$ cat config.mk
export PLATFORM = sky130hd
export DESIGN_NAME = seg8_scan_driver_flat
export DESIGN_NICKNAME = d
export VERILOG_FILES = /design/src/rtl/seg8_scan_driver_pkg.sv /design/src/rtl/seg8_scan_driver_if.sv /design/src/rtl/seg8_scan_driver_hex_to_7seg.sv /design/src/rtl/seg8_scan_driver.sv /design/src/flat_wrapper.sv
export SDC_FILE = /design/constraint.sdc
export NUM_CORES = 1
export LEC_CHECK = 0
export ABC_AREA = 0
export CAP_MARGIN = 20
export CORE_MARGIN = 2
export CORE_UTILIZATION = 62
export CTS_BUF_LIST = sky130_fd_sc_hd__clkbuf_2 sky130_fd_sc_hd__clkbuf_4 sky130_fd_sc_hd__clkbuf_8
export CTS_CLUSTER_DIAMETER = 30
export DETAILED_ROUTE_END_ITERATION = 12
export PLACE_DENSITY = 0.87
export SYNTH_ARGS = -nofsm -noshare
export SYNTH_HDL_FRONTEND = slang
export SYNTH_SLANG_ARGS = --single-unit
$ cat constraint.sdc
create_clock -name clk -period 4 [get_ports clk]
set_input_delay 0.4 -clock clk [delete_from_list [all_inputs] [get_ports clk]]
set_output_delay 0.4 -clock clk [all_outputs]
set_load 0.005 [all_outputs]
$ cat src/rtl/seg8_scan_driver_pkg.sv
// rtl/seg8_scan_driver_pkg.sv - shared constants and types for the 8-digit 7-segment scan driver
// Contents:
//   NUM_DIGITS  number of multiplexed digits
//   SEG_BLANK   active-low segment pattern with every segment off
//   ENB_NONE    active-low anode pattern with every digit off
//   HEX7_TABLE  active-low {g,f,e,d,c,b,a} patterns, indexed by nibble value
//   bank_t      one display bank (nibbles, decimal points, enable mask)
//   phase_e     blanking / driving phase inside a digit window
package seg8_scan_driver_pkg;

    localparam int NUM_DIGITS = 8;

    localparam logic [6:0] SEG_BLANK = 7'h7F;
    localparam logic [7:0] ENB_NONE  = 8'hFF;

    // Element n of this packed array is the pattern for nibble n (element 15 is written first).
    localparam logic [15:0][6:0] HEX7_TABLE = {
        7'h0E, 7'h06, 7'h21, 7'h46, 7'h03, 7'h08, 7'h10, 7'h00,
        7'h78, 7'h02, 7'h12, 7'h19, 7'h30, 7'h24, 7'h79, 7'h40
    };

    typedef struct packed {
        logic [31:0] digits;
        logic [7:0]  dp;
        logic [7:0]  en;
    } bank_t;

    typedef enum logic {
        PH_BLANK = 1'b0,
        PH_DRIVE = 1'b1
    } phase_e;

endpackage

$ cat src/rtl/seg8_scan_driver_if.sv
// rtl/seg8_scan_driver_if.sv - data-load and display-pin bundle of the scan driver
// Signals:
//   digits_in    eight hex nibbles, digit k = digits_in[4k+3:4k]
//   dp_in        decimal point per digit, 1 = lit
//   digit_en_in  per-digit enable mask, 1 = shown
//   load         1-cycle strobe capturing the three fields above
//   inv_leds     active-low segments {g,f,e,d,c,b,a}
//   dp_n         active-low decimal point
//   enb_leds     active-low digit anodes, bit k = digit k
//   frame_tick   1-cycle pulse marking the frame boundary
//   upd_pending  shadow bank holds data not yet displayed
// master = data source / display side, slave = the scan driver.
interface seg8_scan_driver_if;

    logic [31:0] digits_in;
    logic [7:0]  dp_in;
    logic [7:0]  digit_en_in;
    logic        load;
    logic [6:0]  inv_leds;
    logic        dp_n;
    logic [7:0]  enb_leds;
    logic        frame_tick;
    logic        upd_pending;

    modport master (
        output digits_in, dp_in, digit_en_in, load,
        input  inv_leds, dp_n, enb_leds, frame_tick, upd_pending
    );

    modport slave (
        input  digits_in, dp_in, digit_en_in, load,
        output inv_leds, dp_n, enb_leds, frame_tick, upd_pending
    );

endinterface

$ cat src/rtl/seg8_scan_driver_hex_to_7seg.sv
// rtl/seg8_scan_driver_hex_to_7seg.sv - combinational nibble to active-low 7-segment decoder
// Ports:
//   nibble_i  4-bit hex value
//   seg_n_o   active-low segments {g,f,e,d,c,b,a}
module hex_to_7seg
    import seg8_scan_driver_pkg::*;
(
    input  logic [3:0] nibble_i,
    output logic [6:0] seg_n_o
);

    always_comb begin
        seg_n_o = HEX7_TABLE[nibble_i];
    end

endmodule

$ cat src/rtl/seg8_scan_driver.sv
// rtl/seg8_scan_driver.sv - tear-free multiplexed 8-digit common-anode 7-segment scan driver
// Ports:
//   clk    system clock, rising edge
//   rst_n  asynchronous active-low reset
//   bus    slave side of seg8_scan_driver_if (load inputs, display pins, status)
// Parameters:
//   REFRESH_DIV   clk cycles per digit window (>= 2)
//   BLANK_CYCLES  cycles at the start of each window with all digits off (0 .. REFRESH_DIV-1)
module seg8_scan_driver
    import seg8_scan_driver_pkg::*;
#(
    parameter int REFRESH_DIV  = 100000,
    parameter int BLANK_CYCLES = 1000
) (
    input  logic               clk,
    input  logic               rst_n,
    seg8_scan_driver_if.slave  bus
);

    localparam int               CW       = (REFRESH_DIV > 2) ? $clog2(REFRESH_DIV) : 1;
    localparam logic [CW-1:0]    DIV_LAST = CW'(REFRESH_DIV - 1);
    localparam int               IW       = $clog2(NUM_DIGITS);
    localparam logic [IW-1:0]    IDX_LAST = IW'(NUM_DIGITS - 1);

    if (REFRESH_DIV < 2 || BLANK_CYCLES < 0 || BLANK_CYCLES >= REFRESH_DIV) begin : g_bad_params
        $error("seg8_scan_driver: illegal REFRESH_DIV=%0d / BLANK_CYCLES=%0d", REFRESH_DIV, BLANK_CYCLES);
    end

    logic [CW-1:0] div_cnt_q, div_cnt_d;
    logic [IW-1:0] idx_q, idx_d;
    bank_t         shadow_q, shadow_d;
    bank_t         active_q, active_d;
    logic          pend_q, pend_d;
    logic          tick_q, tick_d;
    logic [6:0]    seg_q, seg_d;
    logic          dpn_q, dpn_d;
    logic [7:0]    enb_q, enb_d;

    logic          div_last;
    logic          frame_end;
    phase_e        phase;
    logic [3:0]    cur_nibble;
    logic [6:0]    cur_seg;

    hex_to_7seg u_hex (
        .nibble_i (cur_nibble),
        .seg_n_o  (cur_seg)
    );

    always_comb begin
        div_last   = (div_cnt_q == DIV_LAST);
        frame_end  = div_last && (idx_q == IDX_LAST);
        div_cnt_d  = div_last ? '0 : div_cnt_q + 1'b1;
        idx_d      = div_last ? idx_q + 1'b1 : idx_q;

        // Cast to int so a zero-length blanking period compares cleanly.
        phase      = (int'(div_cnt_q) < BLANK_CYCLES) ? PH_BLANK : PH_DRIVE;
        cur_nibble = active_q.digits[{idx_q, 2'b00} +: 4];

        // Shadow captures every load; the active bank only moves at a frame boundary,
        // and always takes the shadow as it was before any coincident load.
        shadow_d = shadow_q;
        active_d = active_q;
        pend_d   = pend_q;
        if (frame_end && pend_q) begin
            active_d = shadow_q;
            pend_d   = 1'b0;
        end
        if (bus.load) begin
            shadow_d = '{digits: bus.digits_in, dp: bus.dp_in, en: bus.digit_en_in};
            pend_d   = 1'b1;
        end

        tick_d = frame_end;
        seg_d  = SEG_BLANK;
        dpn_d  = 1'b1;
        enb_d  = ENB_NONE;
        if (phase == PH_DRIVE && active_q.en[idx_q]) begin
            enb_d = ~(8'b1 << idx_q);
            seg_d = cur_seg;
            dpn_d = ~active_q.dp[idx_q];
        end
    end

    always_ff @(posedge clk or negedge rst_n) begin
        if (!rst_n) begin
            div_cnt_q <= '0;
            idx_q     <= '0;
            shadow_q  <= '0;
            active_q  <= '0;
            pend_q    <= 1'b0;
            tick_q    <= 1'b0;
            seg_q     <= SEG_BLANK;
            dpn_q     <= 1'b1;
            enb_q     <= ENB_NONE;
        end else begin
            div_cnt_q <= div_cnt_d;
            idx_q     <= idx_d;
            shadow_q  <= shadow_d;
            active_q  <= active_d;
            pend_q    <= pend_d;
            tick_q    <= tick_d;
            seg_q     <= seg_d;
            dpn_q     <= dpn_d;
            enb_q     <= enb_d;
        end
    end

    assign bus.inv_leds    = seg_q;
    assign bus.dp_n        = dpn_q;
    assign bus.enb_leds    = enb_q;
    assign bus.frame_tick  = tick_q;
    assign bus.upd_pending = pend_q;

endmodule

$ cat src/flat_wrapper.sv
// flat-port wrapper written by rule: the top's interface ports become plain ports
module seg8_scan_driver_flat import seg8_scan_driver_pkg::*;
#(
    parameter int REFRESH_DIV  = 100000,
    parameter int BLANK_CYCLES = 1000
)
  (clk, rst_n, bus_digits_in, bus_dp_in, bus_digit_en_in, bus_load, bus_inv_leds, bus_dp_n, bus_enb_leds, bus_frame_tick, bus_upd_pending);
  seg8_scan_driver_if bus_i ();
  input  logic clk;
  input  logic rst_n;
  input wire logic [$bits(bus_i.digits_in)-1:0] bus_digits_in;
  input wire logic [$bits(bus_i.dp_in)-1:0] bus_dp_in;
  input wire logic [$bits(bus_i.digit_en_in)-1:0] bus_digit_en_in;
  input wire logic [$bits(bus_i.load)-1:0] bus_load;
  output wire logic [$bits(bus_i.inv_leds)-1:0] bus_inv_leds;
  output wire logic [$bits(bus_i.dp_n)-1:0] bus_dp_n;
  output wire logic [$bits(bus_i.enb_leds)-1:0] bus_enb_leds;
  output wire logic [$bits(bus_i.frame_tick)-1:0] bus_frame_tick;
  output wire logic [$bits(bus_i.upd_pending)-1:0] bus_upd_pending;
  assign bus_i.digits_in = bus_digits_in;
  assign bus_i.dp_in = bus_dp_in;
  assign bus_i.digit_en_in = bus_digit_en_in;
  assign bus_i.load = bus_load;
  assign bus_inv_leds = bus_i.inv_leds;
  assign bus_dp_n = bus_i.dp_n;
  assign bus_enb_leds = bus_i.enb_leds;
  assign bus_frame_tick = bus_i.frame_tick;
  assign bus_upd_pending = bus_i.upd_pending;
  seg8_scan_driver #(.REFRESH_DIV(REFRESH_DIV), .BLANK_CYCLES(BLANK_CYCLES)) u_core (.clk(clk), .rst_n(rst_n), .bus(bus_i));
endmodule
==> flow_summary.json <==
{
  "clock_latency_ns": 0.43,
  "synth_xor_area_frac": 0.0243,
  "outcome": "completed",
  "rr_worst_depth": 6,
  "cts_tree": "yes",
  "finalSetupTns_ns": 0,
  "die_w_um": 100,
  "drc": 0,
  "yosysSeqAreaShare": 0.585,
  "cts_sinks": 134,
  "detail-route-antenna-nets": 0,
  "synth-edff-count": 0,
  "max_slew_margin": 0.394,
  "design_area_um2": 6970,
  "cts-buffers-inserted": 17,
  "critPathMaxStageDelay_ns": 0.62,
  "hold_ws_ns": 0.0760,
  "clock_skew_ns": 0.0131,
  "cts-htree-levels": 4,
  "portBuffers": 68,
  "cts.clk_slew.worst_paths_ns": 0.08,
  "async_flop_share": 1.00,
  "synth_top_area_share": 0.512,
  "pwr-share-comb": 0.052,
  "initial_core_util": 0.633,
  "post-route-util": 0.765,
  "gp_congestion": 0.897,
  "syn_nets": 446,
  "syn_inst": 383,
  "num_antenna_cells": 0,
  "post_dp_cell_area_um2": 6500,
  "dieHeight_um": 100,
  "final_nets": 520,
  "synth.distinct_cells": 42,
  "crit_type": "reg2reg",
  "cap_violations": 0,
  "postCtsResizedCells": 0,
  "hpwl_um": 7090,
  "synth_compound_area_frac": 0.0171,
  "r2r-start": "u_core.idx_q[0]",
  "fin_crit_ns": 2.66,
  "dr_total_vias": 3317,
  "max_freq_mhz": 377,
  "critPathTopFamily": "multiplexers",
  "yosys.area_share.simple": 0.0562,
  "ys_warn_count": 0,
  "antenna_found_initial": 0,
  "min_path_type": "in2async",
  "p_switching_uw": 634,
  "critical_path_buf_inv_count": 1,
  "critPathLaunchType": "flop",
  "path_cells": "buf_4, mux4_1, mux2i_2, nor2_1, a21oi_1, o221ai_1",
  "clockRootBuffer": "clkbuf_8",
  "path_max_fanout": 10,
  "drv_slew": 0,
  "syn_area_um2": 5760,
  "drive_gt1_frac": 0.366,
  "fin_total_pwr_uw": 2780,
  "holdBufCountCts": 0,
  "grt_max_degree": 73,
  "synth_top_family_by_area": "multiplexers",
  "synth_seq_cells": 134,
  "grt_pass1_vias": 3588,
  "drt_pre_antenna_iters": 5,
  "synth_ff_type": "dfrtp_1",
  "sw_frac_of_total": 0.228,
  "synth_top_area_cell": "dfrtp_1",
  "routed_wl_um": 10600,
  "p_int_uw": 2150,
  "synthAdderAreaFrac": 0.0260,
  "min_period_over_period": 0.664,
  "setup_viol": 0,
  "power_density_nw_per_um2": 399,
  "via_per_inst": 5.71,
  "core_um2": 9110,
  "area_delta_synth_final_pct": 20.9,
  "yosys-top-cells-area": "dfrtp_1 51%, mux2_2 15%, dfstp_2 7.3%, mux2_4 5.2%, mux4_2 4.3%",
  "rrSetupSlack_ns": 1.34,
  "worstPathArrival_ns": 2.94,
  "cp_slowest_cell": "mux4_1",
  "crit_path_end_kind": "flop",
  "cts_max_path_buffers": 2,
  "power.share.clock": 0.433,
  "grt_first_pass_wirelength_um": 17700,
  "design.die.area_um2": 10100,
  "cts_setup_buffers": 0,
  "muxShareOfSynthArea": 0.267,
  "rows": 35,
  "p_leak_uw": 0.00318,
  "power.share.sequential": 0.515,
  "avgSynthCellArea_um2": 15.1,
  "peakVddDrop_v": 0.000227,
  "r2r-end": "u_core.bus.inv_leds[1]",
  "ios": 69,
  "cp.required_ns": 4.29,
  "routedWlPerCell_um": 18.2,
  "grt_setup_unrepaired": "no",
  "drt_iter0_markers": 131,
  "overflow": 0,
  "tightest_slew_ns": 0.883,
  "finalHoldViolCount": 0,
  "grtUsageTotal": 0.232
}
routing by layer:
| layer | part of all wire | vias to the layer above | GRT usage |
|---|---|---|---|
| met5 | 0 | - | 0 |
| met4 | 0.020 | 0 | 0.0906 |
| met3 | 0.034 | 19 | 0.0599 |
| met2 | 0.50 | 87 | 0.372 |
| met1 | 0.44 | 1694 | 0.309 |
| li1 | - | 1517 | - |
power groups by stage:
stage	Sequential, µW	Combinational (µW)	Clock, µW
floorplan	1450	59.1	0
CTS	1430	144	1220
finish	1430	144	1200
global route	1440	159	1290
global placement	1460	138	0
detailed placement	1460	144	0
logic make-up (layout without fill, tap and decap cells):
kind of cell / Yosys count / after routing
flip-flops: 134 / 134
XOR/XNOR: 16 / 16
adder cells (fa/ha/maj): 12 / 12
buffers and inverters: 26 / 113
multiplexers: 118 / 118
AO/OA/AOI/OAI: 13 / 13
AND/OR/NAND/NOR: 64 / 64
flip-flops by register name, indices dropped and copies added (netlist names):
register,count
u_core.active_q,48
u_core.bus.inv_leds,7
u_core.div_cnt_q,17
u_core.bus.enb_leds,8
u_core.bus.upd_pending,1
u_core.bus.frame_tick,1
u_core.bus.dp_n,1
u_core.shadow_q,48
u_core.idx_q,3
placed cells by master, fill, tap and decap left out, drive strengths merged, types with 3 or more instances in the layout:
master	synthesis	routed
dfstp	16	16
nand4	3	3
nand3	13	13
xnor2	10	10
buf	14	6
o221ai	4	4
nor4	4	4
mux2	99	99
nor2	13	13
mux4	12	12
ha	12	12
clkbuf	3	18
bufinv	0	3
nand2	20	20
inv	9	16
mux2i	7	7
clkinv	0	3
xor2	6	6
dfrtp	118	118
clkdlybuf4s50	0	66
area by class of cell:
| type | count | area [µm²] |
|---|---|---|
| inverter | 9 | 33.8 |
| tap | 111 | 139 |
| fill | 510 | 2140 |
| clock inverter | 14 | 188 |
| timing repair buffer | 72 | 736 |
| multi-input combinational | 223 | 2250 |
| sequential | 134 | 3370 |
| clock buffer | 18 | 248 |
cells in the mapped netlist, types with 3 or more instances:
library cell  count
ha_1             12
mux4_2           11
nand3_1          11
dfstp_2          16
dfrtp_1         118
buf_1             4
buf_6             4
o221ai_1          4
xnor2_1          10
xor2_1            6
inv_1             8
nor4_1            3
mux2_4           20
nand4_1           3
nor2_1           12
mux2i_1           6
clkbuf_1          3
mux2_2           79
buf_2             4
nand2_1          20
per-stage QoR:
stage	setup WS [ns]	instances
3_5_place_dp	1.44	548
2_1_floorplan	1.79	383
6_report	1.34	581
4_1_cts	1.37	580
3_3_place_gp	1.51	548
5_1_grt	1.16	581
worst reg2reg max path: stages (launching register included):
cell and delay [ns]:
dfrtp_1 0.57, buf_4 0.28, mux4_1 0.63, mux2i_2 0.47, nor2_1 0.13, a21oi_1 0.23
o221ai_1 0.21
worst max-delay path by stage:
stage / startpoint / endpoint / slack [ns] / cells after the start
floorplan: u_core.idx_q[0] / u_core.bus.inv_leds[3] / 1.79 / 9
global placement: u_core.idx_q[0] / u_core.bus.inv_leds[3] / 1.51 / 5
detailed placement: u_core.idx_q[0] / u_core.bus.inv_leds[3] / 1.44 / 9
CTS: u_core.idx_q[0] / u_core.bus.inv_leds[1] / 1.37 / 6
global route: u_core.idx_q[0] / u_core.bus.inv_leds[1] / 1.16 / 6
finish: u_core.idx_q[0] / u_core.bus.inv_leds[1] / 1.34 / 6
Power figures use the tool's default switching activity.
